File: src/rtl/vram_frame_reader.sv
// Raster-order VRAM reader: issues one read per free buffer slot and streams pixels out
// through a 2-entry FIFO that absorbs the one-cycle RAM read latency.
module vram_frame_reader #(
    parameter int DISPLAY_WIDTH  = 240,
    parameter int DISPLAY_HEIGHT = 320,
    parameter int VRAM_W         = 16,
    localparam int VRAM_L        = DISPLAY_WIDTH * DISPLAY_HEIGHT,
    localparam int AW            = $clog2(VRAM_L)
) (
    input  logic              clk,
    input  logic              rstb,
    input  logic              ena,
    input  logic              start,
    output logic              busy,
    output logic              frame_done,
    output logic [AW-1:0]     vram_rd_addr,
    input  logic [VRAM_W-1:0] vram_rd_data,
    output logic [VRAM_W-1:0] pixel_data,
    output logic              pixel_valid,
    input  logic              pixel_ready,
    output logic              pixel_last
);

    typedef enum logic [1:0] {S_IDLE, S_STREAM, S_DRAIN} state_e;

    state_e            state_q, state_d;
    logic [AW-1:0]     addr_q;
    logic [1:0]        count_q;
    logic              inflight_q, inflight_last_q;
    logic [VRAM_W-1:0] head_data_q, tail_data_q;
    logic              head_last_q, tail_last_q;
    logic              frame_done_q;
    logic              pop, push, issue, at_last;

    assign pixel_valid  = (count_q != 2'd0);
    assign pixel_data   = head_data_q;
    assign pixel_last   = head_last_q;
    assign vram_rd_addr = addr_q;
    assign frame_done   = frame_done_q;

    assign pop     = pixel_valid & pixel_ready;
    assign push    = inflight_q;
    assign at_last = (addr_q == AW'(VRAM_L - 1));
    // Reserve a slot for every read in flight so a capture can never overflow the buffer.
    assign issue   = (state_q == S_STREAM) && ena &&
                     (({1'b0, count_q} + {2'b0, inflight_q}) < (3'd2 + {2'b0, pop}));

    always_ff @(posedge clk or negedge rstb) begin
        if (!rstb) begin
            state_q <= S_IDLE;
        end else begin
            state_q <= state_d;
        end
    end

    always_comb begin
        state_d = state_q;
        unique case (state_q)
            S_IDLE:   if (start) state_d = S_STREAM;
            S_STREAM: if (issue && at_last) state_d = S_DRAIN;
            S_DRAIN:  if (pop && head_last_q) state_d = S_IDLE;
            default:  state_d = S_IDLE;
        endcase
    end

    always_comb begin
        busy = (state_q != S_IDLE);
    end

    always_ff @(posedge clk or negedge rstb) begin
        if (!rstb) begin
            addr_q          <= '0;
            inflight_q      <= 1'b0;
            inflight_last_q <= 1'b0;
            frame_done_q    <= 1'b0;
        end else begin
            if (state_q == S_IDLE && start) begin
                addr_q <= '0;
            end else if (issue && !at_last) begin
                addr_q <= addr_q + AW'(1);
            end
            inflight_q      <= issue;
            inflight_last_q <= issue & at_last;
            frame_done_q    <= (state_q == S_DRAIN) && pop && head_last_q;
        end
    end

    // Head/tail FIFO; a push with pop at occupancy 1 writes straight into the head.
    always_ff @(posedge clk or negedge rstb) begin
        if (!rstb) begin
            count_q     <= 2'd0;
            head_data_q <= '0;
            head_last_q <= 1'b0;
            tail_data_q <= '0;
            tail_last_q <= 1'b0;
        end else begin
            unique case ({push, pop})
                2'b10: begin
                    if (count_q == 2'd0) begin
                        head_data_q <= vram_rd_data;
                        head_last_q <= inflight_last_q;
                    end else begin
                        tail_data_q <= vram_rd_data;
                        tail_last_q <= inflight_last_q;
                    end
                    count_q <= count_q + 2'd1;
                end
                2'b01: begin
                    head_data_q <= tail_data_q;
                    head_last_q <= tail_last_q;
                    count_q     <= count_q - 2'd1;
                end
                2'b11: begin
                    if (count_q == 2'd1) begin
                        head_data_q <= vram_rd_data;
                        head_last_q <= inflight_last_q;
                    end else begin
                        head_data_q <= tail_data_q;
                        head_last_q <= tail_last_q;
                        tail_data_q <= vram_rd_data;
                        tail_last_q <= inflight_last_q;
                    end
                end
                default: ;
            endcase
        end
    end

    occupancy_bound: assert property (@(posedge clk) disable iff (!rstb)
        ({1'b0, count_q} + {2'b0, inflight_q}) <= 3'd2);

endmodule

File: config.mk
export PLATFORM = sky130hd
export DESIGN_NAME = vram_frame_reader
export DESIGN_NICKNAME = d
export VERILOG_FILES = /design/src/rtl/vram_frame_reader.sv
export SDC_FILE = /design/constraint.sdc
export NUM_CORES = 1
export LEC_CHECK = 0
export BUFFER_PORTS_ARGS = -buffer_cell sky130_fd_sc_hd__buf_4
export CAP_MARGIN = 5
export CORE_ASPECT_RATIO = 2
export CORE_UTILIZATION = 50
export DETAILED_ROUTE_END_ITERATION = 6
export PLACE_DENSITY = 0.79
export SETUP_SLACK_MARGIN = 0.05
export SYNTH_ARGS = -nofsm -noshare
export SYNTH_HDL_FRONTEND = slang
export SYNTH_SLANG_ARGS = --single-unit
File: constraint.sdc
create_clock -name clk -period 2.8 [get_ports clk]
set_input_delay 0 -clock clk [delete_from_list [all_inputs] [get_ports clk]]
set_output_delay 0 -clock clk [all_outputs]
set_load 0.03 [all_outputs]
==> results.py, run 1 <==
metrics = {
    "run_status": {
        "status": "complete, no violations",
    },
    "timing": {
        "clock_skew_ps": 8.28,
        "hold_violations": 0,
        "worst_pin_slew_ps": 775,
        "tns_ps": 0,
        "setup_viol": 0,
        "post-route-min-period_ps": 2380,
        "period_share": 0.850,
        "clock.fmax_ghz": 0.420,
        "rsz0062_at_grt": "false",
        "maxSlewViolCount": 0,
        "max-slew-margin-rel": 0.484,
        "fin_ws_ps": 420,
    },
    "synth": {
        "synth_area_um2": 2810,
        "synth_cell_types": 46,
        "async_reset_ff_frac": 1.00,
        "yosysTopAreaCell": "dfrtp_1",
        "synth_top_area_share": 0.517,
        "synth_edf_count": 0,
        "ys_ff_latch": 58,
        "synth_seq_area_share": 0.517,
        "synth_nets": 287,
        "yosys-top-cells-area": "dfrtp_1 (52%), mux2_2 (6.8%), nand2_1 (4.7%)",
        "netlist_instances": 258,
        "yosys_warnings": 0,
        "avgSynthCellArea_um2": 10.9,
        "dominantRegCellSynth": "dfrtp_1",
    },
    "power": {
        "swShare": 0.373,
        "p_clk_frac": 0.257,
        "switchingPower_mw": 1.50,
        "power.share.sequential": 0.334,
        "finalPower_mw": 4.03,
        "powerDensity_nw_per_um2": 1090,
        "comb_power_share": 0.409,
        "p_leak_nw": 1.71,
        "irDropWorstVdd_mv": 0.807,
        "p_int_mw": 2.53,
    },
    "detailed_routing": {
        "vias": 2266,
        "wire_per_inst_um": 16.1,
        "drt_iter0_drc": 52,
        "ant_nets": 0,
        "drtPass1Iterations": 5,
        "wl_um": 6410,
        "route.detailed.drc": 0,
        "viasPerCell": 5.69,
    },
    "critical_path": {
        "r2r_cells": 10,
        "crit_arrival_ps": 2590,
        "required_ps": 3010,
        "critical-path-max-stage-delay_ps": 420,
        "critPathCaptureType": "flip-flop",
        "crit_cells": 10,
        "slowest_stage": "dfrtp_1",
        "critPathLaunchType": "flip-flop",
        "worstPathBufferInverterCount": 3,
        "critical_path_class": "reg -> reg",
        "cp_cell_sequence": "inv_1, ha_1, nor2b_1, inv_1, ha_1, nand2_1, o21ai_0, a21oi_2, buf_4, mux2_2",
        "path_delay_family": "adder cells",
        "path_max_fanout": 17,
    },
    "cells_and_area": {
        "final_layout_size_suffix_gt1_frac": 0.302,
        "nets": 362,
        "syn_to_final_growth_pct": 32.0,
        "nFillCells": 439,
        "multi_input_area_um2": 1250,
        "antenna_cells": 0,
        "seq_area_um2": 1450,
    },
    "floorplanning": {
        "core-area_um2": 5420,
        "rows": 38,
        "die_h_um": 108,
        "initial_core_util": 0.518,
        "io_pins": 58,
        "die_x_um": 55.0,
        "die_area_um2": 5940,
    },
    "grt": {
        "grt_pass1_vias": 2217,
        "grt_pass1_wl_um": 10200,
        "grt_use_total": 0.244,
        "antenna_found_initial": 0,
        "overflow": 0,
        "grt_max_degree": 59,
    },
    "clock_tree": {
        "cts_setup_buffers": 0,
        "htreeDepth": 3,
        "clkTransAtPathRegs_ps": 60,
        "cts.sinks": 58,
        "clockBufferDepth": 2,
        "clkLatencyLatePin_ps": 330,
        "numCtsBuffers": 9,
        "clockRootBuffer": "clkbuf_8",
        "cts_tree": "built",
    },
    "placed_design": {
        "preCtsSetupSlack_ps": 409,
        "dp_hpwl_um": 4200,
        "gp_congestion": 0.752,
        "io_buffers": 57,
    },
    "min_path": {
        "hp-class": "in -> reg",
        "hold_path_depth": 4,
    },
    "job": {
        "maxCapViolCount": 0,
    },
}
-- placed cells by master, fill, tap and decap left out, drive strengths merged, types with 2 or more instances in the layout --
master	count
mux2i	7
o311ai	3
o41ai	2
or3	2
o21ai	23
clkbuf	11
dfrtp	58
a21oi	10
nand4	5
a211oi	4
and3	2
dlygate4sd3	17
o31ai	5
nand2	35
or2	4
nand3	3
a22oi	17
bufinv	4
and2	4
nor3b	2
and4	3
inv	11
xnor2	2
or4	5
ha	8
buf	60
mux2	17
-- stage by stage --
step                cell area, um^2  utilization  hold slack (ps)  std cells
detailed placement             3270        0.603              109        365
finish                         3710        0.684              161        398
CTS                            3710        0.684              159        398
global route                   3710        0.684              189        398
floorplan                      2810            -             -296        258
global placement               3270        0.603              106        365
-- worst reg2reg max path, cell delays in order (launching register included) --
cell and delay (ps):
dfrtp_1 420, inv_1 60, ha_1 270, nor2b_1 340, inv_1 90, ha_1 200
nand2_1 60, o21ai_0 90, a21oi_2 110, buf_4 250, mux2_2 370
-- logic make-up (layout without fill, tap and decap cells) --
group | count (synthesis) | count (layout) | synth area share
muxes | 24 | 24 | 0.0931
DFF | 58 | 58 | 0.517
adders and majority gates | 8 | 8 | 0.0357
buffers and inverters | 24 | 104 | 0.0388
AOI/OAI and AO/OA | 69 | 69 | 0.161
xor gates and xnor gates | 2 | 2 | 0.00624
and+or+nand+nor | 73 | 73 | 0.148
-- synth_stat cells, types with 5 or more instances --
cell,instances
a21oi_1,9
a22oi_1,17
clkbuf_1,8
dfrtp_1,58
ha_1,8
inv_1,11
mux2_2,17
mux2i_1,7
nand2_1,35
o21ai_0,15
o21ai_1,7
o31ai_1,5
or4_1,5
-- worst paths after layout --
check	start	to	slack (ps)
worst min-delay path	pixel_ready	frame_done$_DFF_PN0_	160
worst max-delay path	count_q[0]$_DFFE_PN0P_	tail_data_q[15]$_DFFE_PN0P_	420
min in group asynchronous	rstb	vram_rd_addr[15]$_DFFE_PN0P_	260
max in group asynchronous	rstb	vram_rd_addr[6]$_DFFE_PN0P_	2060
worst max register to register	count_q[0]$_DFFE_PN0P_	tail_data_q[15]$_DFFE_PN0P_	420
worst min register to register	pixel_data[11]$_DFFE_PN0P_	pixel_data[11]$_DFFE_PN0P_	490
-- metal layers --
layer / global-route usage / up-vias / share of wire
li1: - / 1094 / -
met1: 0.273 / 1098 / 0.39
met2: 0.409 / 62 / 0.55
met3: 0.0577 / 12 / 0.036
met4: 0.121 / 0 / 0.023
met5: 0 / - / 0
-- layout make-up --
cell class,instances,share of cell area
tap,60,0.0203
clock inverter,5,0.0338
inverter,11,0.0111
multi-input combinational,176,0.338
sequential,58,0.392
clock buffer,11,0.0382
timing repair buffer,77,0.167
-- state kept, by name, indices dropped and copies added, names as in the netlist, 2 cells and up --
register and count:
state_q 2, vram_rd_addr 17, tail_data_q 16, count_q 2, pixel_data 16
-- timing repair --
item,in CTS,in global routing
endpoints found under the hold margin,84,0
resized for setup,0,0
endpoints found under the setup margin,0,0
hold buffers,17,0
-- power by group through the flow --
| stage | clock network, mW | logic [mW] | registers (mW) |
|---|---|---|---|
| 3_3_place_gp | 0 | 1.58 | 1.33 |
| 5_1_grt | 1.09 | 1.80 | 1.39 |
| 6_report | 1.04 | 1.65 | 1.35 |
| 4_1_cts | 1.05 | 1.66 | 1.34 |
| 2_1_floorplan | 0 | 0.878 | 1.61 |
| 3_5_place_dp | 0 | 1.63 | 1.35 |
Power figures use the tool's default switching activity.
==> run 2, diff against run 1 <==
Settings changed: ABC_AREA set to 1, PLACE_DENSITY 0.79 to 0.78.
Clock period 2.8 ns to 2.23 ns, I/O delays scaled along.
==> results.py, run 2 <==
metrics = {
    "detailed_routing": {
        "ant_nets": 0,
        "wire_per_inst_um": 14.1,
        "route.detailed.drc": 7,
        "vias": 2890,
        "wl_um": 7460,
        "drt_iter0_drc": 204,
        "drtPass1Iterations": 6,
        "viasPerCell": 5.44,
    },
    "power": {
        "finalPower_mw": 5.35,
        "p_leak_nw": 2.09,
        "powerDensity_nw_per_um2": 1320,
        "irDropWorstVdd_mv": 0.633,
    },
    "synth": {
        "netlist_instances": 383,
        "async_reset_ff_frac": 1.00,
        "synth_seq_area_share": 0.475,
        "synth_area_um2": 3060,
        "synthMuxAreaShare": 0.0258,
        "synth_commonest_cells": "nand2_1 (105), dfrtp_1 (58), nor2_1 (42)",
        "synth_top_area_share": 0.475,
        "synth_edf_count": 0,
        "yosysTopAreaCell": "dfrtp_1",
        "yosys.area_share.simple": 0.292,
        "dominantRegCellSynth": "dfrtp_1",
        "synth-xor-area-share": 0.0229,
        "yosys-top-cells-area": "dfrtp_1 (48%), nand2_1 (13%), nand3_1 (6.2%)",
        "synth-adder-area-share": 0.0328,
        "synth_nets": 412,
        "synth_top_family_by_area": "simple AND/OR/NAND/NOR gates",
        "ys_ff_latch": 58,
        "yosys_warnings": 0,
        "synth_most_common_cell": "nand2_1",
        "synth_cell_types": 24,
        "synth_compound_area_frac": 0.0844,
        "avgSynthCellArea_um2": 7.98,
    },
    "grt": {
        "grt_pass1_vias": 3085,
        "grt_pass1_wl_um": 13000,
        "overflow": 0,
        "grt_use_total": 0.260,
        "grt_max_degree": 59,
        "antenna_found_initial": 0,
    },
    "timing": {
        "timing.hold.ws_ps": 81.1,
        "rsz0062_at_grt": "false",
        "fin_ws_ps": 203,
        "max-slew-margin-rel": 0.513,
        "setup_viol": 0,
        "maxSlewViolCount": 0,
        "period_share": 0.909,
        "clock.fmax_ghz": 0.493,
        "clock_skew_ps": 5.41,
        "worst_pin_slew_ps": 730,
        "hold_violations": 0,
        "post-route-min-period_ps": 2030,
        "tns_ps": 0,
    },
    "critical_path": {
        "endpoint": "tail_data_q[11]$_DFFE_PN0P_",
        "required_ps": 2440,
        "critPathCaptureType": "flip-flop",
        "critPathLaunchType": "flip-flop",
        "critical_path_class": "reg -> reg",
        "crit_start": "count_q[0]$_DFFE_PN0P_",
        "regToRegSetupSlack_ps": 200,
        "crit_arrival_ps": 2240,
        "reg2reg_from": "count_q[0]$_DFFE_PN0P_",
        "r2r_cells": 9,
        "reg2reg_to": "tail_data_q[11]$_DFFE_PN0P_",
        "path_max_fanout": 17,
    },
    "floorplanning": {
        "die_x_um": 57.3,
        "die_h_um": 113,
        "die_area_um2": 6450,
        "core-area_um2": 5960,
        "io_pins": 58,
        "rows": 40,
        "initial_core_util": 0.513,
    },
    "min_path": {
        "hp-start": "pixel_ready",
        "hp-class": "in -> reg",
    },
    "cells_and_area": {
        "layout.cells.most_common_list": "nand2_1 (105), buf_4 (65), dfrtp_1 (58)",
        "multi_input_area_um2": 1410,
        "final_common_cell": "nand2_1",
        "seq_area_um2": 1450,
        "final_cell_area_um2": 4050,
        "syn_to_final_growth_pct": 32.4,
        "antenna_cells": 0,
        "nFillCells": 474,
        "final_layout_size_suffix_gt1_frac": 0.212,
        "layoutNonFillerInstCount": 531,
        "utilization": 0.679,
        "largest_register_ff_count": 17,
        "nets": 492,
    },
    "placed_design": {
        "gp_congestion": 0.857,
        "io_buffers": 57,
        "dp_hpwl_um": 5230,
        "placed_area_um2": 3560,
        "post-place-cells": 497,
        "preCtsSetupSlack_ps": 84.7,
    },
    "clock_tree": {
        "clockBufferDepth": 2,
        "cts_tree": "built",
        "htreeDepth": 3,
        "cts.sinks": 58,
        "clockRootBuffer": "clkbuf_16",
        "numCtsBuffers": 9,
        "clkTransAtPathRegs_ps": 50,
        "cts_setup_buffers": 0,
        "clkLatencyLatePin_ps": 330,
    },
    "run_status": {
        "violations": "design-rule violations",
        "status": "complete, but fails checks",
    },
    "job": {
        "maxCapViolCount": 0,
    },
}
[run 2: changes by cell type in the layout (fill, tap and decap cells not counted), moves of 8 or more]
cell | before | now
a22oi_1 | 17 | 0
a31oi_1 | 0 | 17
nor2_1 | 1 | 42
inv_1 | 11 | 36
o21ai_0 | 15 | 23
mux2_2 | 17 | 7
clkbuf_16 | 0 | 9
nand3_1 | 2 | 38
clkbuf_8 | 10 | 1
nand2_1 | 35 | 105
[run 2: layout make-up]
type | count | share of cell area
sequential | 58 | 0.359
multi-input combinational | 273 | 0.348
timing repair buffer | 83 | 0.165
clock buffer | 11 | 0.0600
inverter | 38 | 0.0353
tap | 63 | 0.0195
clock inverter | 5 | 0.0133
[run 2: worst min-delay path by stage]
stage | endpoint | slack, ps | cells after the start
floorplan | count_q[0]$_DFFE_PN0P_ | -300 | 0
global placement | pixel_data[2]$_DFFE_PN0P_ | 100 | 1
detailed placement | tail_data_q[3]$_DFFE_PN0P_ | 110 | 1
CTS | frame_done$_DFF_PN0_ | 30 | 5
global route | frame_done$_DFF_PN0_ | 110 | 5
finish | frame_done$_DFF_PN0_ | 80 | 5
[run 2: routing by layer]
layer,GRT usage,vias up,routed length [um]
li1,-,1410,-
met4,0.179,0,281
met1,0.266,1345,2820
met5,0,-,0
met2,0.460,111,4070
met3,0.0495,24,297
[run 2: logic make-up after synthesis]
logic type                 Yosys count
DFF                                 58
AOI/OAI and AO/OA                   45
and+or+nand+nor                    205
adders and majority gates            8
xor gates and xnor gates             8
muxes                                7
buffers and inverters               52
[run 2: critical path, stage by stage, from the launching register on]
cell and delay (ps):
dfrtp_1 400, inv_1 70, ha_1 250, nor2_4 180, inv_1 100, ha_1 200, nand2_1 60, nand2_1 90
nand2_4 190, mux2_2 360
[run 2: power by group]
group	switching, mW	internal [mW]	leakage, nW
clock	0.466	0.889	0.149
combinational	1.44	0.873	1.21
sequential	0.243	1.44	0.723
[run 2: timing repair]
item | CTS | global route
gates resized for setup | 0 | 2
setup endpoints to repair | 0 | 7
hold buffers | 18 | 0
endpoints found under the hold margin | 91 | 0
